`config.mk`:
```
export PLATFORM = sky130hd
export DESIGN_NAME = spi_main_multi
export DESIGN_NICKNAME = d
export VERILOG_FILES = /design/src/rtl/spi_main_multi.sv
export SDC_FILE = /design/constraint.sdc
export NUM_CORES = 1
export LEC_CHECK = 0
export ABC_AREA = 1
export BUFFER_PORTS_ARGS = -buffer_cell sky130_fd_sc_hd__buf_2
export CAP_MARGIN = 5
export CORE_MARGIN = 1
export CORE_UTILIZATION = 30
export CTS_BUF_LIST = sky130_fd_sc_hd__clkbuf_4
export DETAILED_ROUTE_END_ITERATION = 16
export HOLD_SLACK_MARGIN = 0.06
export PLACE_DENSITY_LB_ADDON = 0.08
export SETUP_SLACK_MARGIN = 0.05
export SLEW_MARGIN = 20
export SYNTH_ARGS = -nofsm -noshare
export SYNTH_HDL_FRONTEND = slang
export SYNTH_SLANG_ARGS = --single-unit
```
`constraint.sdc`:
```
create_clock -name clk -period 2.65 [get_ports clk]
set_input_delay 0.1325 -clock clk [delete_from_list [all_inputs] [get_ports clk]]
set_output_delay 0.1325 -clock clk [all_outputs]
set_load 0.1 [all_outputs]
```
`src/rtl/spi_main_multi.sv`:
```
// rtl/spi_main_multi.sv - parametrised multi-chip-select SPI master, all four modes per transfer
// Optional build macro SPI_MAIN_LSB_FIRST_EN selects LSB-first framing in both directions.
module spi_main_multi #(
   parameter int TX_W   = 258,
   parameter int RX_W   = 128,
   parameter int NUM_CS = 2,
   parameter int SEL_W  = (NUM_CS > 1) ? $clog2(NUM_CS) : 1,
   parameter int DIV    = 1
) (
   input  logic              clk,
   input  logic              rst_n,
   input  logic              start,
   input  logic [SEL_W-1:0]  sel,
   input  logic              cpol,
   input  logic              cpha,
   input  logic [TX_W-1:0]   tx,
   input  logic [NUM_CS-1:0] miso,
   output logic [RX_W-1:0]   rx,
   output logic [NUM_CS-1:0] cs_n,
   output logic              sclk,
   output logic              mosi,
   output logic              busy,
   output logic              done,
   output logic              err
);
   localparam int DIV_CW = $clog2(DIV + 1);
   localparam int BIT_CW = $clog2(TX_W + 1);

   if (RX_W < 1 || RX_W > TX_W) begin : g_bad_rx_w
      $error("spi_main_multi: RX_W must satisfy 1 <= RX_W <= TX_W");
   end
   if (DIV < 1) begin : g_bad_div
      $error("spi_main_multi: DIV must be at least 1");
   end

   typedef enum logic [2:0] {IDLE, SETUP, SHIFT, HOLD, DONE} state_t;

   state_t              state, state_nxt;
   logic [TX_W-1:0]     tx_sr;
   logic [RX_W-1:0]     rx_sr;
   logic [RX_W-1:0]     rx_q;
   logic [SEL_W-1:0]    sel_q;
   logic                cpol_q, cpha_q, sclk_q, err_q;
   logic [DIV_CW-1:0]   div_cnt;
   logic [BIT_CW-1:0]   bit_cnt;

   logic active, sel_ok, accept, div_done, last_bit_done;
   logic edge_fire, leading, sample, keep, shift_tx, miso_bit;

   assign active        = (state == SETUP) || (state == SHIFT) || (state == HOLD);
   assign sel_ok        = int'(sel) < NUM_CS;
   assign accept        = (state == IDLE) && start && sel_ok;
   assign div_done      = (div_cnt == DIV_CW'(DIV - 1));
   assign last_bit_done = (bit_cnt == BIT_CW'(TX_W));
   // One sclk edge per half-period; the SETUP->SHIFT boundary is the first (leading) edge.
   assign edge_fire     = div_done && ((state == SETUP) || ((state == SHIFT) && !last_bit_done));
   assign leading       = (sclk_q == cpol_q);
   assign sample        = edge_fire && (leading ^ cpha_q);
   assign keep          = (bit_cnt < BIT_CW'(RX_W));
   assign shift_tx      = edge_fire && (cpha_q ? (leading && (bit_cnt != '0))
                                               : (!leading && (bit_cnt != BIT_CW'(TX_W - 1))));
   assign miso_bit      = |(miso & (NUM_CS'(1) << sel_q));

   always_ff @(posedge clk) begin
      if (!rst_n) state <= IDLE;
      else        state <= state_nxt;
   end

   always_comb begin
      state_nxt = state;
      case (state)
         IDLE:    if (accept) state_nxt = SETUP;
         SETUP:   if (div_done) state_nxt = SHIFT;
         SHIFT:   if (div_done && last_bit_done) state_nxt = HOLD;
         HOLD:    if (div_done) state_nxt = DONE;
         DONE:    state_nxt = IDLE;
         default: state_nxt = IDLE;
      endcase
   end

   always_ff @(posedge clk) begin
      if (!rst_n) begin
         tx_sr   <= '0;
         rx_sr   <= '0;
         rx_q    <= '0;
         sel_q   <= '0;
         cpol_q  <= 1'b0;
         cpha_q  <= 1'b0;
         sclk_q  <= 1'b0;
         err_q   <= 1'b0;
         div_cnt <= '0;
         bit_cnt <= '0;
      end else begin
         err_q <= (state == IDLE) && start && !sel_ok;
         if (accept) begin
            tx_sr   <= tx;
            rx_sr   <= '0;
            sel_q   <= sel;
            cpol_q  <= cpol;
            cpha_q  <= cpha;
            sclk_q  <= cpol;
            bit_cnt <= '0;
         end else begin
            if (edge_fire) sclk_q <= ~sclk_q;
            if (edge_fire && !leading) bit_cnt <= bit_cnt + 1'b1;
`ifdef SPI_MAIN_LSB_FIRST_EN
            if (shift_tx) tx_sr <= tx_sr >> 1;
            if (sample && keep) rx_sr <= (rx_sr >> 1) | (RX_W'(miso_bit) << (RX_W - 1));
`else
            if (shift_tx) tx_sr <= tx_sr << 1;
            if (sample && keep) rx_sr <= (rx_sr << 1) | RX_W'(miso_bit);
`endif
         end
         if (!active || div_done) div_cnt <= '0;
         else                     div_cnt <= div_cnt + 1'b1;
         if ((state == HOLD) && div_done) rx_q <= rx_sr;
      end
   end

   assign rx   = rx_q;
   assign cs_n = active ? ~(NUM_CS'(1) << sel_q) : '1;
   assign sclk = sclk_q;
`ifdef SPI_MAIN_LSB_FIRST_EN
   assign mosi = active ? tx_sr[0] : 1'b0;
`else
   assign mosi = active ? tx_sr[TX_W-1] : 1'b0;
`endif
   assign busy = active;
   assign done = (state == DONE);
   assign err  = err_q;

endmodule
```
### After elaboration in Yosys (flattened, before gate mapping)

Index checks and enable logic that the tools add are counted.

| cells by class | value |
|---|---|
| reduce and logical (&&, ||, !) cells | 26 |
| mux-type cells | 12 |
| shifts and indexed selects | 1 |
| magnitude comparators | 1 |
| add/sub/neg operators | 2 |
| equality and inequality tests | 11 |
| bitwise operators | 7 |

Operators by type and width:

| kind | number |
|---|---|
| $mux W258 | 2 |
| $or A128 B1 Y128 | 1 |
| $mux W3 | 4 |
| $pmux W3 S4 | 1 |
| $logic_and A1 B1 Y1 | 11 |
| $add A9 B1 Y9 const B | 1 |
| $eq A9 B9 Y1 const B | 1 |
| $lt A9 B8 Y1 const B | 1 |
| $ne A9 B9 Y1 const B | 1 |
| $reduce_bool A9 Y1 | 1 |
| $eq A3 B2 Y1 const B | 2 |
| $ne A2 B2 Y1 const B | 3 |
| $reduce_or A2 Y1 | 3 |
| $logic_or A1 B1 Y1 | 4 |
| $mux W1 | 4 |
| $reduce_and A4 Y1 | 1 |
| $reduce_bool A2 Y1 | 2 |
| $eq A3 B1 Y1 const B | 1 |
| $eq A3 B3 Y1 const B | 1 |
| $logic_not A1 Y1 | 3 |
| $logic_not A3 Y1 | 1 |
| $not A1 Y1 | 3 |
| $and A2 B2 Y2 | 1 |
| $mux W2 | 1 |
| 6 further kinds | 6 |

| word-level totals | value |
|---|---|
| output and inout port bits | 135 |
| register bits after elaboration | 531 |

### Depth between registers and ports, before layout

| depth | value |
|---|---|
| depth in word-level cells | 8 |
| depth in mapped cells | 14 |

### Worst setup path after synthesis

OpenSTA, ideal clock, no wires.

| path | value |
|---|---|
| path type | flip-flop to output port |
| start | register state[0] |
| end | output cs_n[0] |
| path slack | -0.342 ns |
| required time | 2.518 ns |
| cell stages (with the launch flop) | 4 |
| buffers on the path | 0 |
| arrival time | 2.860 ns |
| cells stage by stage | dfxtp_1 -> nor2_2 -> nor2_1 -> nand2_1 |

| on the way | value |
|---|---|
| word-level cells in the longest chain between the ends | 4 |

Ends and longest elaborated chain:

| what | line | text |
|---|---|---|
| start: declaration | 38 | `state_t state, state_nxt;` |
| start signal: assignment | 66 | `else state <= state_nxt;` |
| $eq A3 B1 Y1 or $eq A3 B2 Y1 (tied branches) | 50 | `assign active = (state == SETUP) \|\| (state == SHIFT) \|\| (state == HOLD);` |
| $logic_or A1 B1 Y1 | 50 |  |
| $logic_or A1 B1 Y1 * | 50 |  |
| via busy | 22 | `output logic busy,` |
| $mux W2 * | 121 | `assign cs_n = active ? ~(NUM_CS'(1) << sel_q) : '1;` |
| end: declaration | 19 | `output logic [NUM_CS-1:0] cs_n,` |

Mark *: on every way through the listed nets, which the timed path passes. The rest lies on a longest branch.

### Worst setup path after layout

| path | value |
|---|---|
| start | register bit_cnt[0] |
| end | register tx_sr[107] |

| on the way | value |
|---|---|
| word-level cells in the longest chain between the ends | 7 |

Ends and longest elaborated chain:

| what | line | text |
|---|---|---|
| start: declaration | 45 | `logic [BIT_CW-1:0] bit_cnt;` |
| start signal: assignment | 105 | `if (edge_fire && !leading) bit_cnt <= bit_cnt + 1'b1;` |
| $eq A9 B9 Y1 | 54 | `assign last_bit_done = (bit_cnt == BIT_CW'(TX_W));` |
| $logic_not A1 Y1 | 56 | `assign edge_fire = div_done && ((state == SETUP) \|\| ((state == SHIFT) && !last_bit_done));` |
| $logic_and A1 B1 Y1 | 56 |  |
| $logic_or A1 B1 Y1 | 56 |  |
| $logic_and A1 B1 Y1 | 56 |  |
| $logic_and A1 B1 Y1 * | 60 | `assign shift_tx = edge_fire && (cpha_q ? (leading && (bit_cnt != '0))` |
| $reduce_bool A2 Y1 (no source line) * | -- |  |
| end signal: assignment | 96 | `tx_sr <= tx;` |
| end signal: assignment | 110 | `if (shift_tx) tx_sr <= tx_sr << 1;` |
| end: declaration | 39 | `logic [TX_W-1:0] tx_sr;` |

Every way passes the cells marked *; elsewhere a longest branch is shown, timed or not.
A chain may end at the register's enable or synchronous reset.

==> results.toml <==
[finish]
synthToLayoutAreaGrowth_pct = 43.1
final_net_count = 4870
drive_above_1_share = 0.151
fill_cell_total_of_the_finished_layout = 8199

[pwr]
p_leak_nw = 16.1
power-per-cell-area_mw_per_mm2 = 955
peakVddDrop_uv = 608

[route]
detail_route.first_pass.iterations = 5
routedWlPerCell_um = 12.7
detail_route.drc_violations = 0
antenna_violating_nets_post_route = 0
drtIter0Drc = 1106
detailroute.via_count = 24300
routed_via_density = 4.24
routed_wl_mm = 72.9

[synthesis]
synthesis.yosys.warnings = 0
synth.yosys.seq_area_share = 0.457
synth-edff-count = 0
ys_seq_elements = 531
synth_cell_type_count = 28
cell_area_after_technology_mapping_mm2 = 0.0233
syn-instance-count = 3721
synth_area_per_cell_um2 = 6.25
post-synth-top-area-cell = "sky130_fd_sc_hd__dfxtp_1"
yosysMostFrequentCell = "sky130_fd_sc_hd__nand2_1"
synth_top_cell_area_share = 0.457
ys_top_cells_by_area = "sky130_fd_sc_hd__dfxtp_1 (46%), sky130_fd_sc_hd__nand2_1 (21%), sky130_fd_sc_hd__nor2_1 (17%)"
ys.flop_type = "sky130_fd_sc_hd__dfxtp_1"
synthArstFlopShare = 0
post_synth_most_frequent_cells = "sky130_fd_sc_hd__nand2_1 (1,327), sky130_fd_sc_hd__nor2_1 (1,038), sky130_fd_sc_hd__dfxtp_1 (531)"

[timing]
final.setup.worst_slack_ns = 0.222
final_max_slew_viol_count = 0
layout_min_cycle_time_ns = 2.43
setup_total_negative_slack_ns = 0
tightest_slew_ns = 0.772
max_slew_margin = 0.485
finalClockSkew_ns = 0.0874
final-setup-viol-count = 0
timing_hold_violations_final = 0
unrepaired_setup_endpoints_after_global_routing = "true"
fmax_mhz = 412
finalCritPeriodShare = 0.916

[critical_path]
worst_r2r_path_depth = 12
critPathMaxFanout = 27
cp_slowest_stage_delay_ns = 0.56
critPathLaunchType = "flop"
critPathMostFrequentCell = "sky130_fd_sc_hd__nand2_1"
reg2reg_to = "tx_sr[107]"
crit_chain = "inv_1 -> ha_1 -> nand3_1 -> nor2_2 -> a21oi_2 -> nand2_1 -> nand2_8 -> buf_16 -> nand2_1 -> nand2_1 -> nor2_1 -> dlygate4sd3_1"
worst_path_max_delay_cell = "sky130_fd_sc_hd__dlygate4sd3_1"
cp_top_family = "buffers and inverters"
crit_required_ns = 3.47
reg2reg_from = "bit_cnt[0]"
critical_path.endpoint_type = "flop"
wp_buf_inv = 3
critPathArrivalTime_ns = 3.25
setup.worst_path.class = "reg2reg"
r2r_slack_ns = 0.22

[die]
initial_utilization = 0.305
die-height_um = 280
placeable_core_region_mm2 = 0.0763
top_level_ports = 401
die_width_um = 280
floorplan.die_area_mm2 = 0.0787
row_count = 101

[global_route]
grt_start_max_net_pins = 130
grt_antenna_before_repair = 9
grt.total_usage = 0.182
number_of_global_route_vias_before_repair = 23300
globalRouteOverflowTotal = 0
grt_pass1_wl_mm = 117

[worst_hold_path]
hold_depth = 8
worstHoldStart = "tx[215]"
hp-class = "in2reg"
min_delay_worst_endpoint = "tx_sr[215]"

[cts]
cts_max_path_buffers = 3
cts_buffers = 159
clk_transition_reported_paths_ns = 0.06
cts_tree = "done"
clock_sink_count = 531
cts-root-buf = "sky130_fd_sc_hd__clkbuf_4"
clock_tree.htree_level_count = 4
clk_latency_ns = 0.97

[job]
max_cap_viol_count = 0

[placement]
io_buffer_count = 399
place_hpwl_mm = 42.8
gp_congestion = 0.760
worst_setup_timing_slack_at_the_placement_stage_ns = 0.477

[status]
status = "finished clean"
==> through the flow <==
stage / hold WS [ns] / power (mW) / instances / cell area [um^2] / utilization
floorplan: 0.281 / 20.7 / 3722 / 23300 / -
global route: 0.123 / 34.9 / 5730 / 33300 / 0.436
global placement: 0.419 / 23.7 / 4974 / 26400 / 0.345
finish: 0.197 / 31.8 / 5731 / 33300 / 0.436
CTS: 0.0618 / 32.2 / 5718 / 33100 / 0.434
detailed placement: 0.419 / 23.6 / 4974 / 26400 / 0.345
==> cells in the final DEF, fill, tap and decap left out, types with 2 or more instances in the layout <==
| cell type | instances |
|---|---|
| sky130_fd_sc_hd__a21oi_1 | 13 |
| sky130_fd_sc_hd__buf_12 | 31 |
| sky130_fd_sc_hd__buf_16 | 2 |
| sky130_fd_sc_hd__buf_2 | 399 |
| sky130_fd_sc_hd__buf_4 | 20 |
| sky130_fd_sc_hd__clkbuf_16 | 2 |
| sky130_fd_sc_hd__clkbuf_4 | 221 |
| sky130_fd_sc_hd__clkinv_1 | 19 |
| sky130_fd_sc_hd__clkinv_8 | 2 |
| sky130_fd_sc_hd__clkinvlp_4 | 5 |
| sky130_fd_sc_hd__conb_1 | 2 |
| sky130_fd_sc_hd__dfxtp_1 | 531 |
| sky130_fd_sc_hd__diode_2 | 7 |
| sky130_fd_sc_hd__dlygate4sd3_1 | 488 |
| sky130_fd_sc_hd__ha_1 | 4 |
| sky130_fd_sc_hd__inv_1 | 276 |
| sky130_fd_sc_hd__inv_2 | 2 |
| sky130_fd_sc_hd__inv_4 | 2 |
| sky130_fd_sc_hd__inv_6 | 5 |
| sky130_fd_sc_hd__nand2_1 | 1326 |
| sky130_fd_sc_hd__nand3_1 | 15 |
| sky130_fd_sc_hd__nand3_4 | 2 |
| sky130_fd_sc_hd__nand3b_1 | 2 |
| sky130_fd_sc_hd__nand4_1 | 2 |
| sky130_fd_sc_hd__nor2_1 | 1037 |
| sky130_fd_sc_hd__nor2_2 | 4 |
| sky130_fd_sc_hd__nor3_1 | 4 |
| sky130_fd_sc_hd__o21ai_0 | 262 |
| sky130_fd_sc_hd__o21ai_1 | 2 |
==> power by group <==
part	internal (mW)	switching, mW
combinational	4.55	8.47
clock	3.94	3.71
sequential	10.0	1.09
==> timing repair <==
action | 4_1_cts | 5_1_grt
buffers inserted | 0 | 4
hold endpoints to repair | 530 | 0
resized for setup | 0 | 6
hold buffers | 489 | 0
endpoints found under the setup margin | 0 | 5
==> flip-flops by register name, summed over array words and instances (netlist names) <==
| register | cells |
|---|---|
| sclk | 1 |
| cpha_q | 1 |
| sel_q | 1 |
| cpol_q | 1 |
| bit_cnt | 9 |
| state | 3 |
| rx | 128 |
| rx_sr | 128 |
| div_cnt | 1 |
| tx_sr | 258 |
==> worst min-delay path: cells and delay by family <==
kind	cells	cell delay [ns]
buffers and inverters	3	0.64
and+or+nand+nor	5	0.31
==> area by class of cell <==
cell class              instances  area, um^2  area share
clock buffers                 221        1660      0.0499
well taps                    1030        1290      0.0387
multi-input cells            2683       10600       0.318
repair buffers                944        7780       0.234
clock inverters                34         231     0.00696
diodes                          7        17.5    0.000526
inverters                     281        1090      0.0326
flip-flops and latches        531       10600       0.319
==> cells by family after synthesis <==
group / synth area share
buffers and inverters: 0.0901
and+or+nand+nor: 0.390
xor gates and xnor gates: 0.000753
adders and majority gates: 0.00215
other: 0.000161
AOI/OAI and AO/OA: 0.0600
DFF: 0.457
==> routing by layer <==
| metal | up-vias | wire (um) | part of all wire | global-route usage |
|---|---|---|---|---|
| li1 | 12900 | - | - | - |
| met1 | 10700 | 34300 | 0.47 | 0.229 |
| met2 | 454 | 33200 | 0.45 | 0.295 |
| met3 | 157 | 3370 | 0.046 | 0.0450 |
| met4 | 10 | 2050 | 0.028 | 0.0785 |
| met5 | - | 67 | 0.00092 | 0 |
==> worst max-delay path by stage <==
stage	to	start	cells after the start
finish	tx_sr[107]	bit_cnt[0]	12
global route	tx_sr[107]	bit_cnt[0]	12
CTS	tx_sr[107]	bit_cnt[0]	12
detailed placement	tx_sr[132]	state[1]	10
global placement	tx_sr[208]	state[1]	10
floorplan	done	state[2]	2
(Power assumes the default switching activity.)
